[config.mk]
export PLATFORM = sky130hd
export DESIGN_NAME = adder_share_ctrl
export DESIGN_NICKNAME = d
export VERILOG_FILES = /design/src/rtl/adder_share_ctrl_pkg.sv /design/src/rtl/adder_share_ctrl_rr_grant.sv /design/src/rtl/structural_adder.sv /design/src/rtl/adder_share_ctrl.sv
export SDC_FILE = /design/constraint.sdc
export NUM_CORES = 1
export LEC_CHECK = 0
export CORE_ASPECT_RATIO = 1.4
export CORE_MARGIN = 3
export CORE_UTILIZATION = 39
export DETAILED_ROUTE_END_ITERATION = 10
export PLACE_DENSITY_LB_ADDON = 0.2
export SLEW_MARGIN = 0
export SYNTH_ARGS = -nofsm -noshare
export SYNTH_HDL_FRONTEND = slang
export SYNTH_HIERARCHICAL = 1
export SYNTH_SLANG_ARGS = --single-unit
[constraint.sdc]
create_clock -name clk -period 5.5 [get_ports clk]
set_clock_uncertainty 0.2 [all_clocks]
set_input_delay 1.1 -clock clk [delete_from_list [all_inputs] [get_ports clk]]
set_output_delay 1.1 -clock clk [all_outputs]
set_load 0.03 [all_outputs]
[src/rtl/adder_share_ctrl_pkg.sv]
// Shared definitions for the adder-sharing controller: operand width and FSM states.
package adder_share_ctrl_pkg;

  localparam int ADDER_BIT_WIDTH = 14;

  typedef enum logic [1:0] {
    IDLE = 2'd0,
    ADD  = 2'd1,
    RESP = 2'd2
  } state_t;

endpackage

[src/rtl/adder_share_ctrl_rr_grant.sv]
// Round-robin grant: first valid requester at or after rr_ptr, wrapping modulo NUM_REQ.
// Combinational; grant is one-hot, or all zero when nothing is valid.
module rr_grant #(
  parameter int NUM_REQ = 4,
  parameter int ID_W    = $clog2(NUM_REQ)
) (
  input  logic [NUM_REQ-1:0] req_valid,
  input  logic [ID_W-1:0]    rr_ptr,
  output logic [NUM_REQ-1:0] grant,
  output logic [ID_W-1:0]    winner
);

  // One extra bit so rr_ptr + offset cannot overflow before the wrap.
  logic [ID_W:0] idx;
  logic          found;

  always_comb begin
    grant  = '0;
    winner = '0;
    found  = 1'b0;
    idx    = '0;
    for (int k = 0; k < NUM_REQ; k++) begin
      idx = {1'b0, rr_ptr} + (ID_W + 1)'(k);
      if (idx >= (ID_W + 1)'(NUM_REQ)) begin
        idx = idx - (ID_W + 1)'(NUM_REQ);
      end
      if (!found && req_valid[idx[ID_W-1:0]]) begin
        found                    = 1'b1;
        winner                   = idx[ID_W-1:0];
        grant[idx[ID_W-1:0]]     = 1'b1;
      end
    end
  end

endmodule

[src/rtl/structural_adder.sv]
// Unsigned ripple-carry adder built from per-bit full-adder equations.
// Purely combinational; the MSB of sum is the carry-out.
module structural_adder #(
  parameter int WIDTH = 14
) (
  input  logic [WIDTH-1:0] a,
  input  logic [WIDTH-1:0] b,
  output logic [WIDTH:0]   sum
);

  logic carry;

  always_comb begin
    carry = 1'b0;
    sum   = '0;
    for (int i = 0; i < WIDTH; i++) begin
      sum[i] = a[i] ^ b[i] ^ carry;
      carry  = (a[i] & b[i]) | (carry & (a[i] ^ b[i]));
    end
    sum[WIDTH] = carry;
  end

endmodule

[src/rtl/adder_share_ctrl.sv]
// Shares one structural_adder among NUM_REQ requesters with round-robin arbitration.
// One op in flight: accept -> ADD (1 cycle) -> RESP held until rsp_ready.
module adder_share_ctrl
  import adder_share_ctrl_pkg::*;
#(
  parameter int NUM_REQ = 4,
  parameter int WIDTH   = ADDER_BIT_WIDTH,
  localparam int ID_W   = $clog2(NUM_REQ)
) (
  input  logic                     clk,
  input  logic                     rst_n,
  input  logic [NUM_REQ-1:0]       req_valid,
  output logic [NUM_REQ-1:0]       req_ready,
  input  logic [NUM_REQ*WIDTH-1:0] req_a,
  input  logic [NUM_REQ*WIDTH-1:0] req_b,
  output logic                     rsp_valid,
  input  logic                     rsp_ready,
  output logic [WIDTH:0]           rsp_sum,
  output logic [ID_W-1:0]          rsp_id,
  output logic                     busy
);

  state_t             state, state_d;
  logic [NUM_REQ-1:0] grant;
  logic [ID_W-1:0]    winner;
  logic [ID_W-1:0]    rr_ptr;
  logic               fire;
  logic [WIDTH-1:0]   a_q, b_q;
  logic [ID_W-1:0]    id_q;
  logic [WIDTH:0]     sum_q;
  logic [WIDTH:0]     add_sum;

  rr_grant #(
    .NUM_REQ (NUM_REQ),
    .ID_W    (ID_W)
  ) u_rr_grant (
    .req_valid (req_valid),
    .rr_ptr    (rr_ptr),
    .grant     (grant),
    .winner    (winner)
  );

  structural_adder #(
    .WIDTH (WIDTH)
  ) u_adder (
    .a   (a_q),
    .b   (b_q),
    .sum (add_sum)
  );

  // Grant is only offered in IDLE and never while reset is asserted.
  assign req_ready = (rst_n && (state == IDLE)) ? grant : '0;
  assign fire      = |(req_valid & req_ready);
  assign rsp_sum   = sum_q;
  assign rsp_id    = id_q;

  always_ff @(posedge clk or negedge rst_n) begin
    if (!rst_n) begin
      state <= IDLE;
    end else begin
      state <= state_d;
    end
  end

  always_comb begin
    state_d   = state;
    rsp_valid = 1'b0;
    busy      = 1'b1;
    case (state)
      IDLE: begin
        busy = 1'b0;
        if (fire) state_d = ADD;
      end
      ADD: begin
        state_d = RESP;
      end
      RESP: begin
        rsp_valid = 1'b1;
        if (rsp_ready) state_d = IDLE;
      end
      default: begin
        state_d = IDLE;
      end
    endcase
  end

  // The pointer moves on accept only, so a stalled response never skews fairness.
  always_ff @(posedge clk or negedge rst_n) begin
    if (!rst_n) begin
      rr_ptr <= '0;
      a_q    <= '0;
      b_q    <= '0;
      id_q   <= '0;
      sum_q  <= '0;
    end else begin
      if (fire) begin
        a_q  <= req_a[winner*WIDTH +: WIDTH];
        b_q  <= req_b[winner*WIDTH +: WIDTH];
        id_q <= winner;
        if (winner == ID_W'(NUM_REQ - 1)) begin
          rr_ptr <= '0;
        end else begin
          rr_ptr <= winner + ID_W'(1);
        end
      end
      if (state == ADD) begin
        sum_q <= add_sum;
      end
    end
  end

endmodule
After elaboration in Yosys (flattened, before gate mapping)
Cells that the tools add are included.
Operators by class
  add/sub/neg operators: 8
  $mul: 1
  $lt $le $gt $ge: 12
  eq/ne operators: 5
  shift-type cells: 2
  multiplexer cells: 38
  bitwise operators: 71
  reductions and logical operators: 14
Operators with widths (count)
  $shiftx 56x7->14: 2
  $and 1x1->1: 27
  $xor 1x1->1: 27
  $mux 2: 11
  $mux 4: 5
  $mux 1: 13
  $or 1x1->1: 13
  $lt 2x3->1 const B: 4
  $or 4x4->4: 3
  $ge 3x3->1 const B: 3
  $bmux 1 s2: 4
  $demux 1 s2: 4
  $ge 2x1->1 const B: 4
  $logic_and 1x1->1: 8
  $sub 2x1->2 const B: 4
  $add 2x2->3 const B: 2
  $pmux 2 s3: 1
  $mul 2x3->5 const B: 1
  $and 4x4->4: 1
  $eq 2x2->1 const B: 2
  $ne 2x2->1 const B: 2
  $reduce_or 4->1: 1
  $add 2x1->3 const B: 1
  $ge 2x3->1 const B: 1
  5 further kinds: 7
Word-level totals
  register bits after elaboration: 49
  input port bits: 119

Longest topological paths before layout
  depth after elaboration: 27
  depth in mapped cells: 20

Hierarchy
The synthesis kept the hierarchy.
By module, submodules not included
  adder_share_ctrl: times used 1, cells each 150, area each 2578.7 µm²
  rr_grant: times used 1, cells each 65, area each 489.2 µm²
  structural_adder: times used 1, cells each 25, area each 317.8 µm²

Least setup slack after synthesis
No wires, ideal clock.
  path kind: register to register
  start: register a_q[0]
  end: register sum_q[14] (netlist: rsp_sum[14])
  setup time: 125 ps
  arrival time: 5518 ps
  data required time: 5175 ps
  path slack: -343 ps
  cell stages (with the launch flop): 21
  clock period less this slack: 5843 ps
  cells stage by stage: dfrtp_1 ha_1 inv_1 fa_1 inv_1 fa_1 fa_1 fa_1 fa_1 fa_1 fa_1 fa_1 fa_1 fa_1 fa_1 fa_1 inv_1 fa_1 inv_1 buf_4 mux2_2
On the way
  longest elaborated chain between the ends: 27
RTL lines
  start, declared: line adder_share_ctrl.sv:28  | logic [WIDTH-1:0] a_q, b_q;
  start signal, assigned: line adder_share_ctrl.sv:97  | a_q <= req_a[winner*WIDTH +: WIDTH];
  $and 1x1->1 (2 in series): line structural_adder.sv:18  | carry = (a[i] & b[i]) | (carry & (a[i] ^ b[i]));
  $or 1x1->1: line structural_adder.sv:18
  $and 1x1->1: line structural_adder.sv:18
  $or 1x1->1: line structural_adder.sv:18
  $and 1x1->1: line structural_adder.sv:18
  $or 1x1->1: line structural_adder.sv:18
  $and 1x1->1: line structural_adder.sv:18
  $or 1x1->1: line structural_adder.sv:18
  [... 11 more ...]
  $or 1x1->1: line structural_adder.sv:18
  $and 1x1->1: line structural_adder.sv:18
  $or 1x1->1: line structural_adder.sv:18
  $and 1x1->1: line structural_adder.sv:18
  $or 1x1->1: line structural_adder.sv:18
  $and 1x1->1: line structural_adder.sv:18
  $or 1x1->1: line structural_adder.sv:18
  via u_adder.carry: line structural_adder.sv:11  | logic carry;
  end signal, assigned: line adder_share_ctrl.sv:107  | sum_q <= add_sum;
  end, declared: line adder_share_ctrl.sv:30  | logic [WIDTH:0] sum_q;
The timed path passes the listed nets, and every way through them passes these cells.
A chain may end at the register's enable or synchronous reset.

Worst setup path after layout
  start: register a_q[0]
  end: register sum_q[13] (netlist: rsp_sum[13])
On the way
  longest elaborated chain between the ends: 26
RTL lines
  $and 1x1->1 (2 in series): line structural_adder.sv:18
  $or 1x1->1: line structural_adder.sv:18
  $and 1x1->1: line structural_adder.sv:18
  $or 1x1->1: line structural_adder.sv:18
  $and 1x1->1: line structural_adder.sv:18
  $or 1x1->1: line structural_adder.sv:18
  $and 1x1->1: line structural_adder.sv:18
  $or 1x1->1: line structural_adder.sv:18
  [... 10 more ...]
  $and 1x1->1: line structural_adder.sv:18
  $or 1x1->1: line structural_adder.sv:18
  $and 1x1->1: line structural_adder.sv:18
  $or 1x1->1: line structural_adder.sv:18
  $and 1x1->1: line structural_adder.sv:18
  $or 1x1->1: line structural_adder.sv:18
  $xor 1x1->1: line structural_adder.sv:17  | sum[i] = a[i] ^ b[i] ^ carry;
  via add_sum[13]: line adder_share_ctrl.sv:31  | logic [WIDTH:0] add_sum;
The timed path passes the listed nets, and every way through them passes these cells.

==> impl_metrics.ini <==
[outcome]
outcome = finished, violations left
violations = negative setup slack

[finish]
final-instance-count-excl-fill = 476
nets = 512
fill_cells = 683
drive_gt1_share_pct = 31.8
final_cell_mix = clkdlybuf4s50_1 (140), dfrtp_1 (49), mux2_2 (46), mux4_2 (31), fa_2 (13)
layout_commonest_cell = clkdlybuf4s50_1
areaGrowthSynthToFinish_pct = 49.4
antenna_cells = 0

[clock_network]
clock_latency_ps = 290
clkTransAtPathRegs_ps = 70
clock_sinks = 49
clockBufferDepth = 2
clockRootBuffer = clkbuf_16
numCtsBuffers = 5
cts_tree = built
htreeDepth = 2
postCtsSetupRepairBufs = 0
hold_buffers = 0

[worst_setup_path]
critPathCaptureType = flop
cp.arrival_ps = 5610
path_class = flop to flop
cpMaxStageDelayCell = fa_2
critPathMaxFanout = 2
cp_common_cell = fa_2
path_cells = ha_2, inv_2, fa_2, inv_2, fa_2, fa_2, fa_2, fa_2, fa_2, fa_2, fa_2, fa_2, fa_2, fa_2, fa_2, inv_2, fa_2, inv_1, mux2_2
cp_slowest_stage_delay_ps = 420
required_ps = 5530
cp-start-kind = flop

[floorplanning]
row_count = 39
fp.coreArea_um2 = 8300
dieArea_um2 = 9850
io_pins = 142
start_util_pct = 40.8
fp.dieW_um = 84.7
die_h_um = 116

[drt]
vias_per_cell = 5.33
final_antenna_net_count = 0
drt_iter0_markers = 71
wl_per_cell_um = 17.0
drcViolationCount = 0
wl_mm = 8.08
first_pass_iters = 4
num_vias = 2535

[sta]
worst_pin_slew_ps = 825
fin_ws_ps = -82.2
relSlewSlack_pct = 45.0
period_share_pct = 101
clock.fmax_mhz = 179
slew_violations = 0
hold_viol_final = 0
timing.final.crit_period_ps = 5580
whs_ps = 305
final.setup.tns_ps = -82.2
rsz0062_at_grt = true
setup_violations = 1

[placed_design]
dp_hpwl_mm = 6.45
place_inst = 468
io_buffers = 141
place_ws_ps = -176
gp_congestion = 0.821

[logic_synthesis]
ys_warn_count = 6
syn-num-nets = 379
yosys_register_bits = 49
yosysSeqAreaShare_pct = 36.2
syn_inst = 240
synth.avg_cell_area_um2 = 14.1
synthesis.area_um2 = 3390
yosysUniqueCellTypes = 37

[grt]
grt_max_degree = 50
grt_pass1_wl_mm = 12.8
overflow = 0
grt_usage_pct = 16.4
grt_pass1_vias = 2657
antenna_found_initial = 0

[worst_hold_path]
hp-class = flop to flop

[power_and_ir_drop]
power.density_nw_per_um2 = 609
ir_drop_mv = 0.359
power.leakage_nw = 1.97

[run]
drv_cap = 0
[synthesized netlist by cell type]
cell type  count  share of area [%]
buf_4          3               0.67
clkbuf_2       3               0.44
and2_1         4               0.74
inv_1         14                1.6
a22oi_1        2               0.44
or3_1          1               0.18
mux2i_1        2               0.59
nor2b_4        1               0.41
nand2_1       10                1.1
a22o_1         1               0.26
a221o_2        4                1.3
mux2_1         1               0.33
nor3b_2        1               0.37
and3b_1        2               0.52
or2_4          1               0.26
mux2_2        46                 15
nor3_1         1               0.15
o21ai_0        9                1.3
o31ai_1        1               0.22
a32o_1         1               0.30
a21boi_4       1               0.55
o31a_1         1               0.26
clkbuf_1       1               0.11
dfrtp_1       49                 36
a21oi_1        1               0.15
nor2_1         4               0.44
buf_2          8                1.2
a211oi_1       1               0.22
mux4_2        31                 21
nor3b_1        2               0.44
buf_6          4                1.3
o21bai_1       1               0.22
nand2b_1       4               0.74
ha_1           7                2.6
a31oi_1        2               0.37
or2_2          2               0.37
fa_1          13                7.7
[final cells by class]
| type | instances | area (um^2) | share of cell area [%] |
|---|---|---|---|
| multi-input combinational | 158 | 2030 | 40.2 |
| timing repair buffer | 145 | 1450 | 28.6 |
| sequential | 49 | 1230 | 24.2 |
| tap | 102 | 128 | 2.52 |
| clock buffer | 5 | 125 | 2.47 |
| inverter | 14 | 52.6 | 1.04 |
| clock inverter | 3 | 46.3 | 0.915 |
[path summary, 6_finish.rpt]
path | slack [ps] | start | depth (start not counted) | to
worst max-delay path | -80 | a_q[0] | 19 | rsp_sum[13]
min in group asynchronous | 740 | rst_n | 2 | b_q[0]
worst min register to register | 300 | rsp_sum[9] | 1 | rsp_sum[9]
worst min-delay path | 300 | rsp_sum[9] | 1 | rsp_sum[9]
max in group asynchronous | 3940 | rst_n | 2 | rsp_sum[11]
worst max register to register | -80 | a_q[0] | 19 | rsp_sum[13]
[state kept, by name, indices dropped and copies added (netlist names)]
| name | flops |
|---|---|
| rsp_id | 2 |
| rr_ptr | 2 |
| b_q | 14 |
| rsp_sum | 15 |
| state | 2 |
| a_q | 14 |
[report_power, final]
part           total, mW  switching (mW)  leakage [nW]  internal (mW)
Sequential         0.719           0.163         0.584          0.556
Clock              0.349           0.134        0.0800          0.215
Combinational       2.01           0.908          1.31           1.11
Total               3.08            1.21          1.97           1.88
[kinds of logic after synthesis]
group | Yosys count | synth area share (%)
AO/OA/AOI/OAI | 25 | 5.65
adder cells (fa/ha/maj) | 20 | 10.3
buffers and inverters | 33 | 5.28
flip-flops | 49 | 36.2
multiplexers | 80 | 36.8
AND/OR/NAND/NOR | 33 | 5.73
[repair_timing]
item                       in CTS  in global routing
setup endpoints to repair       2                  2
pin swaps                       0                  0
hold endpoints to repair        0                  0
gates resized for setup         5                  3
[stage by stage]
| stage | total power [mW] | cell area (um^2) | utilization (%) |
|---|---|---|---|
| after global routing | 3.33 | 5060 | 61.0 |
| after detailed placement | 2.77 | 4870 | 58.8 |
| after global placement | 2.71 | 4870 | 58.8 |
| after CTS | 3.14 | 5060 | 61.0 |
| final | 3.08 | 5060 | 61.0 |
| after floorplan | 2.20 | 3410 | - |
[layer usage]
metal,up-vias,share of wire (%),global-route usage [%]
met1,1272,38,19.6
li1,1158,-,-
met5,-,0,0
met4,0,1.5,4.44
met2,97,54,30.0
met3,8,6.7,3.46
[critical path, delay by kind of cell (launching register included)]
kind | cells | cell delay [ps]
adders and majority gates | 14 | 4620
DFF | 1 | 380
buffers and inverters | 4 | 200
muxes | 1 | 130
No activity file was read; power rests on OpenSTA's default activity.
